`src/rtl/clk_sync_pkg.sv`:
```
// clk_sync_pkg: mode encodings and width helper shared by the multi-channel receive synchroniser
package clk_sync_pkg;
    localparam logic [1:0] MODE_TOGGLE = 2'b00;
    localparam logic [1:0] MODE_RISE   = 2'b01;
    localparam logic [1:0] MODE_FALL   = 2'b10;
    localparam logic [1:0] MODE_OFF    = 2'b11;
    function automatic int clog2(input int v);
        int r;
        r = 0;
        while ((1 << r) < v) r++;
        return r;
    endfunction
endpackage

```
`src/rtl/clk_sync_rx_chan.sv`:
```
// clk_sync_rx_chan: one channel of sync chain, glitch filter, edge detect and saturating event counter
module clk_sync_rx_chan
    import clk_sync_pkg::*;
#(
    parameter int SYNC_STAGES = 2,
    parameter int FILTER_LEN = 0,
    parameter int CNT_W = 8,
    parameter logic [1:0] CH_MODE = MODE_TOGGLE
) (
    input  logic sys_clk,
    input  logic sys_rst,
    input  logic async_i,
    input  logic clr_i,
    output logic level_o,
    output logic pulse_o,
    output logic [CNT_W-1:0] cnt_o
);
    localparam int FW = clog2(FILTER_LEN + 1) > 0 ? clog2(FILTER_LEN + 1) : 1;
    (* ASYNC_REG = "TRUE" *) logic [SYNC_STAGES-1:0] sync_q;
    logic [FW-1:0] fc_q, fc_d;
    logic [CNT_W-1:0] cnt_q, cnt_d;
    logic level_q, level_d, pulse_q, pulse_d, s, accept;
    always_comb begin
        s = sync_q[SYNC_STAGES-1];
        accept = (s != level_q) && (fc_q == FW'(FILTER_LEN));
        fc_d = (s == level_q || accept) ? '0 : fc_q + 1'b1;
        level_d = accept ? s : level_q;
        pulse_d = accept && (CH_MODE == MODE_TOGGLE || (CH_MODE == MODE_RISE && s) || (CH_MODE == MODE_FALL && !s));
        // a clear coinciding with an event keeps that event
        cnt_d = clr_i ? CNT_W'(pulse_q) : (pulse_q && cnt_q != '1) ? cnt_q + 1'b1 : cnt_q;
    end
    always_ff @(posedge sys_clk) begin
        if (sys_rst) begin
            sync_q <= '0;
            fc_q <= '0;
            level_q <= 1'b0;
            pulse_q <= 1'b0;
            cnt_q <= '0;
        end else begin
            sync_q <= {sync_q[SYNC_STAGES-2:0], async_i};
            fc_q <= fc_d;
            level_q <= level_d;
            pulse_q <= pulse_d;
            cnt_q <= cnt_d;
        end
    end
    assign level_o = level_q;
    assign pulse_o = pulse_q;
    assign cnt_o = cnt_q;
endmodule

```
`src/rtl/clk_sync_rx_multi.sv`:
```
// clk_sync_rx_multi: WIDTH independent receive synchronisers with per-channel mode and packed counters
module clk_sync_rx_multi
    import clk_sync_pkg::*;
#(
    parameter int WIDTH = 4,
    parameter int SYNC_STAGES = 2,
    parameter int FILTER_LEN = 0,
    parameter int CNT_W = 8,
    parameter logic [2*WIDTH-1:0] MODE = {WIDTH{MODE_TOGGLE}}
) (
    input  logic sys_clk,
    input  logic sys_rst,
    input  logic [WIDTH-1:0] async_i,
    input  logic [WIDTH-1:0] cnt_clr,
    output logic [WIDTH-1:0] level_o,
    output logic [WIDTH-1:0] pulse_o,
    output logic [WIDTH*CNT_W-1:0] evt_cnt_o
);
    for (genvar i = 0; i < WIDTH; i++) begin : g_ch
        clk_sync_rx_chan #(
            .SYNC_STAGES(SYNC_STAGES),
            .FILTER_LEN(FILTER_LEN),
            .CNT_W(CNT_W),
            .CH_MODE(MODE[2*i +: 2])
        ) u_chan (
            .sys_clk(sys_clk),
            .sys_rst(sys_rst),
            .async_i(async_i[i]),
            .clr_i(cnt_clr[i]),
            .level_o(level_o[i]),
            .pulse_o(pulse_o[i]),
            .cnt_o(evt_cnt_o[CNT_W*i +: CNT_W])
        );
    end
endmodule

```
`config.mk`:
```
export PLATFORM = sky130hd
export DESIGN_NAME = clk_sync_rx_multi
export DESIGN_NICKNAME = d
export VERILOG_FILES = /design/src/rtl/clk_sync_pkg.sv /design/src/rtl/clk_sync_rx_chan.sv /design/src/rtl/clk_sync_rx_multi.sv
export SDC_FILE = /design/constraint.sdc
export NUM_CORES = 1
export LEC_CHECK = 0
export CORE_ASPECT_RATIO = 0.7
export CORE_MARGIN = 2
export CORE_UTILIZATION = 35
export DETAILED_ROUTE_END_ITERATION = 10
export PLACE_DENSITY = 0.66
export SYNTH_ARGS = -nofsm -noshare
export SYNTH_HDL_FRONTEND = slang
export SYNTH_SLANG_ARGS = --single-unit
```
`constraint.sdc`:
```
create_clock -name sys_clk -period 4.4 [get_ports sys_clk]
set_clock_uncertainty 0.15 [all_clocks]
set_input_delay 0.88 -clock sys_clk [delete_from_list [all_inputs] [get_ports sys_clk]]
set_output_delay 0.88 -clock sys_clk [all_outputs]
set_load 0.02 [all_outputs]
```
# [Word level (Yosys, flattened, before mapping)]
# Cells that the tools add are included.
[classes] eq_ne=12 add_sub_neg=8 mux=8 n_reduce_logical=24 bitwise=4
[ops] cell="adder 8 x 1 -> 8 bit, second input constant" count=4
[ops] cell="inequality test 8 bit, second input constant" count=4
[ops] cell="OR reduction 2 bit" count=8
[ops] cell="logical AND 1 bit" count=8
[ops] cell="two-way mux 1 bit" count=8
[ops] cell="nonzero test 2 bit" count=4
[ops] cell="adder 1 bit, second input constant" count=4
[ops] cell="equality test 1 bit" count=4
[ops] cell="logical OR 1 bit" count=4
[ops] cell="inequality test 1 bit" count=4
[ops] cell="inverter 1 bit" count=4
[totals] input_bits=10 out_inout_bits=40 elab_cells=80 regBits=52

# [Longest topological paths before layout]
[logic_depth] word_depth=4 depth_mapped=5 ltp_nobuf=5

# [Hierarchy]
# A second synthesis with hierarchy kept.
[hier_totals] cells_unflattened=240 area_unflattened_um2=2307.2
[by_module_without_submodules] mod="clk_sync_rx_chan" area_each_um2=576.8 seq_area_each_um2=260.2 cells_each=60 instances=4

# [Worst setup path before layout]
# No wires, ideal clock.
[synth_path] path_kind="input -> register" start="input sys_rst" end="register g_ch[2].u_chan.cnt_q[5]" stages=3 arrival_ps=1606 n_path_buf=1 setup_ps=101 slack_ps=2543 required_ps=4149 cell_sequence="clkbuf_1 or2_2 o41ai_1"
[synth_via] elab_chain_len=1
[synth_lines] item="from (decl)" line_no="clk_sync_rx_multi.sv:12" text="input logic sys_rst,"
[synth_lines] item="OR reduction 2 bit (no line)"
[synth_lines] item="to (signal assigned)" line_no="clk_sync_rx_chan.sv:44" text="cnt_q <= cnt_d;"
[synth_lines] item="to (decl)" line_no="clk_sync_rx_chan.sv:21" text="logic [CNT_W-1:0] cnt_q, cnt_d;"
# Every way passes these cells.
# A chain may end at the register's enable or synchronous reset.

# [Final worst setup path]
# Same ends and word-level chain as after synthesis.

==> flow_summary.ini <==
[logic_synthesis]
synth-seq-area-share_pct = 46.0
synth_most_common_cell = dfxtp_1
netlist.area_leader.share_pct = 46.0
ys_async_sr_fraction_pct = 0
synthTopCellsByCount = 52 x dfxtp_1, 27 x nor2_1, 15 x nand2_1, 15 x o21ai_0, 13 x a21oi_1
yosysWarnings = 0
syn-mean-instance-area_sq_um = 8.95
synth_area_leaders = dfxtp_1 46%, nor2_1 4.5%, mux2i_1 3.5%, o21ai_0 3.3%, a31oi_1 3.0%
synth_edf_count = 0
ys_types = 45
synth_ff_type = dfxtp_1
syn_inst = 253
syn_area_sq_um = 2260
yosysTopAreaCell = dfxtp_1
ys_ff_latch = 52

[clock_network]
cts_setup_buffers = 0
numCtsBuffers = 5
clock_path_buffers = 2
cts_max_level = 2
cts-resized-gates = 0
root_buffer = clkbuf_8
hold_buffers = 0
clkTransAtPathRegs_ns = 0.09
cts.sinks = 52
insertion_delay_ns = 0.29
cts_tree = yes

[min_path]
holdPathStages = 1
hold_class = register to register

[global_route]
antenna_found_initial = 0
grt_pass1_vias = 1613
grt_usage_pct = 13.2
grt_pass1_wl_um = 7690
grt_overflow = 0
grt_max_degree = 20

[detailed_routing]
drt_iter0_markers = 86
wl_um = 4660
drc = 0
ant_nets = 0
drt_pass1_iterations = 4
detail_route.wl_per_cell_um = 12.3
vias = 1926
vias_per_cell = 5.10

[setup_path]
rr_worst_depth = 5
setup.worst_path.end = g_ch[2].u_chan.cnt_o[5]
reg2reg_to = g_ch[1].u_chan.cnt_o[0]
cp_max_fo = 19
crit_arrival_ns = 2.57
crit_start = sys_rst
critPathKind = input port to register
r2r_setup_slack_ns = 2.55
worst_setup_path_start_kind = input port
end_kind = register
cp.required_ns = 4.45
rr_startpoint = g_ch[1].u_chan.cnt_o[0]

[power]
power_frac_clock_pct = 37.4
p_int_uw = 669
p_seq_share_pct = 57.8
peakVddDrop_uv = 208
p_comb_share_pct = 4.8
power_density_nw_per_um2 = 290
power_uw = 840
netSwitchingFraction_pct = 20.4
power.leakage_uw = 0.00101
p_switching_uw = 171

[timing]
period_share_pct = 57.4
drv_slew = 0
tightest_slew_ns = 0.620
holdWs_ns = 0.291
fmax_ghz = 0.396
grt_setup_unrepaired = no
tns_ns = 0
layout_min_cycle_time_ns = 2.52
hold_violations = 0
relSlewSlack_pct = 58.6
setup_viol = 0

[cells_and_area]
syn_to_final_growth_pct = 27.8
multiInputGateArea_sq_um = 1140
register_area_sq_um = 1040
antennaDiodeCount = 0
final_nets = 313
drive_above_1_share_pct = 6.00
nFillCells = 601

[die]
pin_count = 50
dieArea_sq_um = 7140
die_height_um = 71.3
dieWidth_um = 100
rows = 24
floorplan.initialDensity_pct = 36.2
core_sq_um = 6250

[flow_run]
maxCapViolCount = 0

[placement]
place_hpwl_um = 3440
gp_congestion = 0.838
io_buffers = 49

[run_status]
outcome = completed
[metrics by stage]
step,cell area (sq um),utilization (%),setup slack (ns),std cells
after global routing,2890,46.3,1.69,378
after CTS,2890,46.3,1.86,378
final,2890,46.3,1.88,378
after detailed placement,2790,44.6,1.54,370
after global placement,2790,44.6,1.59,370
after floorplan,2270,-,2.54,256
[registers in the layout, summed over array words and instances, names as in the netlist]
name                 count
g_ch.u_chan.cnt_o       32
g_ch.u_chan.fc_q         4
g_ch.u_chan.sync_q       8
g_ch.u_chan.level_o      4
g_ch.u_chan.pulse_o      4
[critical path, cell delays in order]
cell,delay [ns]
clkdlybuf4s50_1,0.73
buf_4,0.33
or2_2,0.33
o41ai_1,0.30
[power by group through the flow]
stage | registers [uW] | clock network [uW] | logic [uW]
final | 486 | 314 | 40.0
after CTS | 486 | 326 | 40.6
after detailed placement | 497 | 0 | 40.4
after global routing | 487 | 342 | 44.2
after global placement | 497 | 0 | 40.0
after floorplan | 496 | 0 | 23.7
[per-layer routing]
metal | track usage [%] | part of all wire [%]
met2 | 18.5 | 42
met3 | 4.20 | 4.7
met1 | 19.8 | 52
met4 | 3.35 | 0.56
met5 | 0 | 0
[worst min-delay path by stage]
stage | from | endpoint
final | g_ch[0].u_chan.sync_q[0] | g_ch[0].u_chan.sync_q[1]
after global routing | g_ch[3].u_chan.sync_q[0] | g_ch[3].u_chan.sync_q[1]
after CTS | g_ch[3].u_chan.sync_q[0] | g_ch[3].u_chan.sync_q[1]
after detailed placement | g_ch[2].u_chan.sync_q[0] | g_ch[2].u_chan.sync_q[1]
after global placement | g_ch[3].u_chan.sync_q[0] | g_ch[3].u_chan.sync_q[1]
after floorplan | g_ch[0].u_chan.sync_q[0] | g_ch[0].u_chan.sync_q[1]
[final cells by class]
class,count,area share (%)
clock inverters,2,1.21
well taps,78,3.37
multi-input cells,187,39.3
repair buffers,50,17.2
flip-flops and latches,52,36.0
clock buffers,6,2.51
inverters,3,0.389
[kinds of logic after synthesis]
| logic type | share of synthesized area, % |
|---|---|
| other | 0.166 |
| AO/OA/AOI/OAI | 15.3 |
| XOR/XNOR | 2.71 |
| flip-flops | 46.0 |
| multiplexers | 3.54 |
| adder cells (fa/ha/maj) | 2.21 |
| buffers and inverters | 4.26 |
| AND/OR/NAND/NOR | 25.8 |
[cells in the final DEF, fill, tap and decap left out, drive strengths merged, types with 3 or more instances in the layout]
| cell | synthesis | layout |
|---|---|---|
| or2 | 6 | 6 |
| nand3 | 12 | 12 |
| inv | 3 | 3 |
| nor3b | 3 | 3 |
| ha | 4 | 4 |
| conb | 1 | 4 |
| dfxtp | 52 | 52 |
| o21ai | 15 | 15 |
| a211oi | 9 | 9 |
| nand4 | 6 | 6 |
| xnor2 | 6 | 6 |
| nor2b | 10 | 10 |
| nor3 | 10 | 10 |
| clkbuf | 5 | 6 |
| and3 | 4 | 4 |
| a31oi | 11 | 11 |
| mux2i | 8 | 8 |
| clkdlybuf4s50 | 0 | 49 |
| nand2 | 15 | 15 |
| nand2b | 3 | 3 |
| and4 | 5 | 5 |
| a21oi | 13 | 13 |
| nor2 | 27 | 27 |
Note: power is estimated with default switching activity, not from simulation.
